[config.mk]
export PLATFORM = sky130hd
export DESIGN_NAME = bit_serial_feeder
export DESIGN_NICKNAME = d
export VERILOG_FILES = /design/src/rtl/bit_serial_feeder.sv
export SDC_FILE = /design/constraint.sdc
export NUM_CORES = 1
export LEC_CHECK = 0
export ABC_AREA = 1
export ABC_CLOCK_PERIOD_IN_PS = 1790
export BUFFER_PORTS_ARGS = -buffer_cell sky130_fd_sc_hd__buf_2
export CORE_MARGIN = 4
export CORE_UTILIZATION = 48
export CTS_CLUSTER_DIAMETER = 150
export DETAILED_ROUTE_END_ITERATION = 12
export PLACE_DENSITY_LB_ADDON = 0.3
export SLEW_MARGIN = 15
export SYNTH_ARGS = -nofsm -noshare
export SYNTH_HDL_FRONTEND = slang
export SYNTH_SLANG_ARGS = --single-unit
[constraint.sdc]
create_clock -name clk_i -period 1.79 [get_ports clk_i]
set_clock_uncertainty 0.15 [all_clocks]
set_input_delay 0.0895 -clock clk_i [delete_from_list [all_inputs] [get_ports clk_i]]
set_output_delay 0.0895 -clock clk_i [all_outputs]
set_load 0.02 [all_outputs]
[src/rtl/bit_serial_feeder.sv]
// bit_serial_feeder
//
// Turns 8-bit activation words and 8-bit weight words into the bit-serial
// control stream of a MAC array.
//   - A weight word is shifted out LSB first over 8 cycles with update_w high.
//   - An activation word is streamed LSB first over SER_LEN cycles with mac_en
//     high. Bits 8 and above are zero padding that lets the accumulator settle.
//   - Negated words run the two's-complement path: control1 low for the whole
//     word and a +1 injection (plus_one) on the first bit.
//   - clear_accu_control marks the first word of each dot product.
//   - vec_done pulses once after the final bit of a word tagged act_last.
//
// Handshake: a word moves only on a rising clk edge where its valid and ready
// are both high. Ready depends only on the current state (and on w_valid_i in
// IDLE, where a pending weight has priority over an activation). Ready never
// depends on the same channel's valid.
//
// Ports
//   clk_i                 clock; every state change is on its rising edge
//   rst_ni                asynchronous active-low reset
//   act_valid_i/ready_o   activation handshake
//   act_data_i [7:0]      activation magnitude, unsigned
//   act_neg_i             activation is negated
//   act_last_i            activation closes a dot product
//   w_valid_i/w_ready_o   weight handshake
//   w_data_i [7:0]        weight word
//   dataflow_in_o         serial bit to the MAC array (registered)
//   mac_en_o              MAC advance enable (registered)
//   update_w_o            MAC weight shift enable (registered)
//   plus_one_o            two's-complement +1 injection (registered)
//   control1_o            1 = positive path, 0 = negated path (registered)
//   clear_accu_control_o  first bit of a new dot product (registered)
//   vec_done_o            one-cycle end-of-vector pulse (registered)
//   state_o [1:0]         debug: FSM state (0 IDLE, 1 WLOAD, 2 STREAM)
//   bit_cnt_o [5:0]       debug: bit position inside the current word
module bit_serial_feeder #(
    parameter int SER_LEN = 16
) (
    input  logic       clk_i,
    input  logic       rst_ni,
    input  logic       act_valid_i,
    input  logic [7:0] act_data_i,
    input  logic       act_neg_i,
    input  logic       act_last_i,
    output logic       act_ready_o,
    input  logic       w_valid_i,
    input  logic [7:0] w_data_i,
    output logic       w_ready_o,
    output logic       dataflow_in_o,
    output logic       mac_en_o,
    output logic       update_w_o,
    output logic       plus_one_o,
    output logic       control1_o,
    output logic       clear_accu_control_o,
    output logic       vec_done_o,
    output logic [1:0] state_o,
    output logic [5:0] bit_cnt_o
);

    localparam int WEIGHT_BITS = 8;
    localparam logic [5:0] CNT_LAST  = 6'(SER_LEN - 1);
    localparam logic [5:0] WCNT_LAST = 6'(WEIGHT_BITS - 1);
    localparam logic [5:0] DATA_BITS = 6'd8;

    typedef enum logic [1:0] {
        ST_IDLE   = 2'd0,
        ST_WLOAD  = 2'd1,
        ST_STREAM = 2'd2
    } state_e;

    // State and captured words
    state_e                   state_q, state_d;
    logic [5:0]               bit_cnt_q, bit_cnt_d;
    logic [WEIGHT_BITS-1:0]   w_word_q, w_word_d;
    logic [7:0]               act_data_q, act_data_d;
    logic                     act_neg_q, act_neg_d;
    logic                     act_last_q, act_last_d;
    logic                     first_q, first_d;

    // Registered outputs
    logic dataflow_q, dataflow_d;
    logic mac_en_q, mac_en_d;
    logic update_w_q, update_w_d;
    logic plus_one_q, plus_one_d;
    logic control1_q, control1_d;
    logic clear_q, clear_d;
    logic vec_done_q, vec_done_d;

    // Handshake and sequencing helpers
    logic cnt_at_end;
    logic act_ready;
    logic w_ready;
    logic act_fire;
    logic w_fire;
    logic start_word;
    logic start_clear;

    assign cnt_at_end = (bit_cnt_q == CNT_LAST);

    // In IDLE a pending weight wins, so act_ready drops while w_valid_i is high.
    // In STREAM the next word may only enter on the final bit, which gives
    // gap-free back-to-back streaming.
    assign act_ready = ((state_q == ST_IDLE) && !w_valid_i) ||
                       ((state_q == ST_STREAM) && cnt_at_end);
    assign w_ready   = (state_q == ST_IDLE);
    assign act_fire  = act_valid_i && act_ready;
    assign w_fire    = w_valid_i && w_ready;

    // Next-state logic. The outputs are registered, so each branch computes
    // what the array must see in the cycle after this edge.
    always_comb begin
        state_d     = state_q;
        bit_cnt_d   = bit_cnt_q;
        w_word_d    = w_word_q;
        act_data_d  = act_data_q;
        act_neg_d   = act_neg_q;
        act_last_d  = act_last_q;
        first_d     = first_q;
        dataflow_d  = 1'b0;
        mac_en_d    = 1'b0;
        update_w_d  = 1'b0;
        plus_one_d  = 1'b0;
        control1_d  = 1'b1;
        clear_d     = 1'b0;
        vec_done_d  = 1'b0;
        start_word  = 1'b0;
        start_clear = 1'b0;

        case (state_q)
            ST_IDLE: begin
                if (w_fire) begin
                    state_d    = ST_WLOAD;
                    bit_cnt_d  = 6'd0;
                    w_word_d   = w_data_i;
                    dataflow_d = w_data_i[0];
                    update_w_d = 1'b1;
                end else if (act_fire) begin
                    start_word  = 1'b1;
                    start_clear = first_q;
                end
            end

            ST_WLOAD: begin
                if (bit_cnt_q == WCNT_LAST) begin
                    state_d   = ST_IDLE;
                    bit_cnt_d = 6'd0;
                end else begin
                    bit_cnt_d  = bit_cnt_q + 6'd1;
                    dataflow_d = w_word_q[bit_cnt_d[2:0]];
                    update_w_d = 1'b1;
                end
            end

            ST_STREAM: begin
                if (cnt_at_end) begin
                    // Word finished: close the vector if it was tagged last.
                    vec_done_d = act_last_q;
                    first_d    = act_last_q;
                    if (act_fire) begin
                        // A follow-on word starts a new vector exactly when the
                        // word just finished was the last of the old one.
                        start_word  = 1'b1;
                        start_clear = act_last_q;
                    end else begin
                        state_d   = ST_IDLE;
                        bit_cnt_d = 6'd0;
                    end
                end else begin
                    bit_cnt_d  = bit_cnt_q + 6'd1;
                    mac_en_d   = 1'b1;
                    control1_d = ~act_neg_q;
                    // Bits beyond the 8-bit magnitude are zero padding.
                    dataflow_d = (bit_cnt_d < DATA_BITS) ? act_data_q[bit_cnt_d[2:0]] : 1'b0;
                end
            end

            default: begin
                state_d   = ST_IDLE;
                bit_cnt_d = 6'd0;
            end
        endcase

        // Shared entry into STREAM, from IDLE or straight off the final bit.
        if (start_word) begin
            state_d    = ST_STREAM;
            bit_cnt_d  = 6'd0;
            act_data_d = act_data_i;
            act_neg_d  = act_neg_i;
            act_last_d = act_last_i;
            first_d    = 1'b0;
            dataflow_d = act_data_i[0];
            mac_en_d   = 1'b1;
            plus_one_d = act_neg_i;
            control1_d = ~act_neg_i;
            clear_d    = start_clear;
        end
    end

    always_ff @(posedge clk_i or negedge rst_ni) begin
        if (!rst_ni) begin
            state_q    <= ST_IDLE;
            bit_cnt_q  <= 6'd0;
            w_word_q   <= '0;
            act_data_q <= 8'd0;
            act_neg_q  <= 1'b0;
            act_last_q <= 1'b0;
            first_q    <= 1'b1;
            dataflow_q <= 1'b0;
            mac_en_q   <= 1'b0;
            update_w_q <= 1'b0;
            plus_one_q <= 1'b0;
            control1_q <= 1'b1;
            clear_q    <= 1'b0;
            vec_done_q <= 1'b0;
        end else begin
            state_q    <= state_d;
            bit_cnt_q  <= bit_cnt_d;
            w_word_q   <= w_word_d;
            act_data_q <= act_data_d;
            act_neg_q  <= act_neg_d;
            act_last_q <= act_last_d;
            first_q    <= first_d;
            dataflow_q <= dataflow_d;
            mac_en_q   <= mac_en_d;
            update_w_q <= update_w_d;
            plus_one_q <= plus_one_d;
            control1_q <= control1_d;
            clear_q    <= clear_d;
            vec_done_q <= vec_done_d;
        end
    end

    assign act_ready_o          = act_ready;
    assign w_ready_o            = w_ready;
    assign dataflow_in_o        = dataflow_q;
    assign mac_en_o             = mac_en_q;
    assign update_w_o           = update_w_q;
    assign plus_one_o           = plus_one_q;
    assign control1_o           = control1_q;
    assign clear_accu_control_o = clear_q;
    assign vec_done_o           = vec_done_q;
    assign state_o              = state_q;
    assign bit_cnt_o            = bit_cnt_q;

endmodule

==> results.yml <==
finish:
  multi_input_area_um2: 757
  fin_nets: 318
  drive_gt1_share_pct: 28.9
  layout.area.seq_um2: 858
  area_growth_pct: 38.4
  layout_commonest_cell: "nand2_1"
  diodes: 0
  layout_common_cells: "nand2_1, buf_2, dfrtp_1"
  instances_no_fill: 337
  n_fill_cell: 287
timing:
  period_share_pct: 98.4
  final_hold_viol_count: 0
  rsz0062_at_grt: "yes"
  layout_setup_ws_ps: 28.2
  setup_violations: 0
  relSlewSlack_pct: 50.8
  fin_crit_ps: 1760
  slew_viol_final: 0
  worstMarginPinSlew_ps: 738
  fmax_mhz: 568
setup_path:
  critPathMaxFanout: 4
  end_kind: "primary output"
  cpPeakStageDelay_ps: 400
  cp.arrival_ps: 1520
  start_kind: "register"
  cp_cell_sequence: "ha_2 -> nand2_1 -> inv_2 -> nand3_2 -> inv_2 -> nand2_4 -> nand2_4 -> buf_4"
  path_class: "register to primary output"
  cp.required_ps: 1550
  crit_slowest_cell: "dfrtp_2"
route:
  dr.pass1.iters: 4
  viasPerCell: 4.92
  detail-route-antenna-nets: 0
  vias: 1659
  drt_iter0_drc: 69
  wl_per_cell_um: 12.5
  wirelength_um: 4230
  remaining_drc_errors: 0
power_and_ir_drop:
  p_total_mw: 3.15
  p_leak_nw: 1.28
  ir_drop_mv: 0.741
  powerDensity_nw_per_um2: 1330
global_routing:
  grt.overflow.total: 0
  grt_max_degree: 35
  grt.total_usage_pct: 21.3
  grt_pass1_wl_um: 7280
  antenna_found_initial: 0
  grt_pass1_vias: 1652
cts:
  clk-insertion-delay-late_ps: 330
  cts_sinks: 34
  htreeDepth: 2
  cts_inserted_buffers: 5
  cts_root_buf: "clkbuf_4"
  cts.clk_slew.worst_paths_ps: 100
  clockBufferDepth: 2
  tritoncts: "built"
run:
  cap_violations: 0
logic_synthesis:
  muxShareOfSynthArea_pct: 0
  ys_ff_latch: 34
  postSynthAreaPerCell_um2: 7.95
  synthCells: 215
  synth.distinct_cells: 26
  synthXorXnorAreaFrac_pct: 0
  yosys_warnings: 0
  synth-compound-area-share_pct: 6.95
  synth_simple_gate_area_share_pct: 30.7
  synth.cell_area_um2: 1710
  synth_nets: 243
  synth_top_family_by_area: "simple AND/OR/NAND/NOR gates"
  synth_seq_area_share_pct: 49.9
  synth_fa_ha_area_share_pct: 4.39
placed_design:
  dp_hpwl_um: 2880
  place_inst: 305
  dp_slack_ps: -24.4
  gp_congestion: 0.800
  port-buffer-count: 38
floorplanning:
  num_rows: 21
  start_util_pct: 50.4
  core-area_um2: 3390
  die_h_um: 67.7
  dieWidth_um: 67.7
  dieArea_um2: 4580
  ioPinCount: 39
hold_path:
  hold_path.class: "primary input to async pin"
run_status:
  status: "complete, no violations"
## through the flow
stage / cell area (um2) / hold WS, ps / utilization [%] / TNS [ps]
floorplan: 1730 / -356 / - / 0
global placement: 2020 / 52.6 / 59.6 / 0
detailed placement: 2020 / 43.3 / 59.6 / -24.4
CTS: 2320 / 216 / 68.4 / 0
global route: 2360 / 284 / 69.8 / -155
finish: 2360 / 192 / 69.8 / 0
## report_power, final
part	total, mW	leakage [nW]	switching [mW]	internal, mW
clock	0.543	0.0395	0.247	0.296
combinational	1.45	0.813	0.884	0.561
sequential	1.17	0.426	0.124	1.04
## path summary, 6_finish.rpt
check                      slack (ps)           from            end  cells past startpoint
hold reg to reg                   340  act_data_q[6]  act_data_q[6]                      2
hold / removal                    190         rst_ni    w_word_q[5]                      2
setup / recovery                   30   bit_cnt_o[1]    act_ready_o                      8
setup reg to reg                   60   bit_cnt_o[1]      act_neg_q                     11
min in group clk_i                330    w_data_i[1]    w_word_q[1]                      4
max in group asynchronous         780         rst_ni     state_o[1]                      2
## Yosys cell counts
library cell | number | area [um2]
a21oi_1 | 2 | 10.0
a22o_1 | 1 | 8.76
and2_1 | 1 | 6.26
buf_2 | 1 | 5.00
buf_6 | 2 | 22.5
clkbuf_1 | 1 | 3.75
clkinv_2 | 1 | 5.00
dfrtp_1 | 32 | 801
dfstp_2 | 2 | 52.6
ha_1 | 6 | 75.1
inv_1 | 25 | 93.8
inv_2 | 2 | 7.51
nand2_1 | 81 | 304
nand2_2 | 1 | 6.26
nand2_4 | 3 | 33.8
nand3_1 | 17 | 85.1
nand3_2 | 1 | 10.0
nand4_1 | 3 | 18.8
nor2_1 | 13 | 48.8
nor3_1 | 1 | 5.00
o211ai_1 | 1 | 7.51
o21ai_0 | 14 | 70.1
o21ai_2 | 1 | 8.76
o21bai_1 | 1 | 7.51
o22ai_1 | 1 | 6.26
or2_1 | 1 | 6.26
## sequential cells by signal, indices dropped and copies added (netlist names)
register,cells
w_word_q,8
plus_one_o,1
act_data_q,8
control1_o,1
act_neg_q,1
mac_en_o,1
first_q,1
vec_done_o,1
bit_cnt_o,6
clear_accu_control_o,1
update_w_o,1
act_last_q,1
dataflow_in_o,1
state_o,2
## cell families after synthesis
family | Yosys count
adders and majority gates | 6
DFF | 34
and+or+nand+nor | 122
AOI/OAI and AO/OA | 21
buffers and inverters | 32
## layer usage
layer	track usage, %	routed length, um	up-vias
li1	-	-	825
met4	10.4	134	0
met5	0	0	-
met1	27.0	1790	774
met2	34.3	2130	45
met3	4.49	168	15
## what timing repair did
action	in CTS	in global routing
hold endpoints to repair	53	0
cloned	0	0
endpoints found under the setup margin	3	17
hold buffers	21	0
resized for setup	2	12
setup buffers	1	2
## area by class of cell
| cell class | instances | share of cell area (%) |
|---|---|---|
| timing repair buffer | 72 | 21.3 |
| tap | 46 | 2.43 |
| inverter | 28 | 4.76 |
| clock buffer | 7 | 1.90 |
| sequential | 34 | 36.3 |
| multi-input combinational | 149 | 32.0 |
| clock inverter | 1 | 1.27 |
## worst max-delay path: cells and delay by family, from the launching register on
kind                     cells  cell delay, ps
flip-flops                   1             400
buffers and inverters        3             300
AND/OR/NAND/NOR              4             300
adder cells (fa/ha/maj)      1             180
No activity file was read; power rests on OpenSTA's default activity.
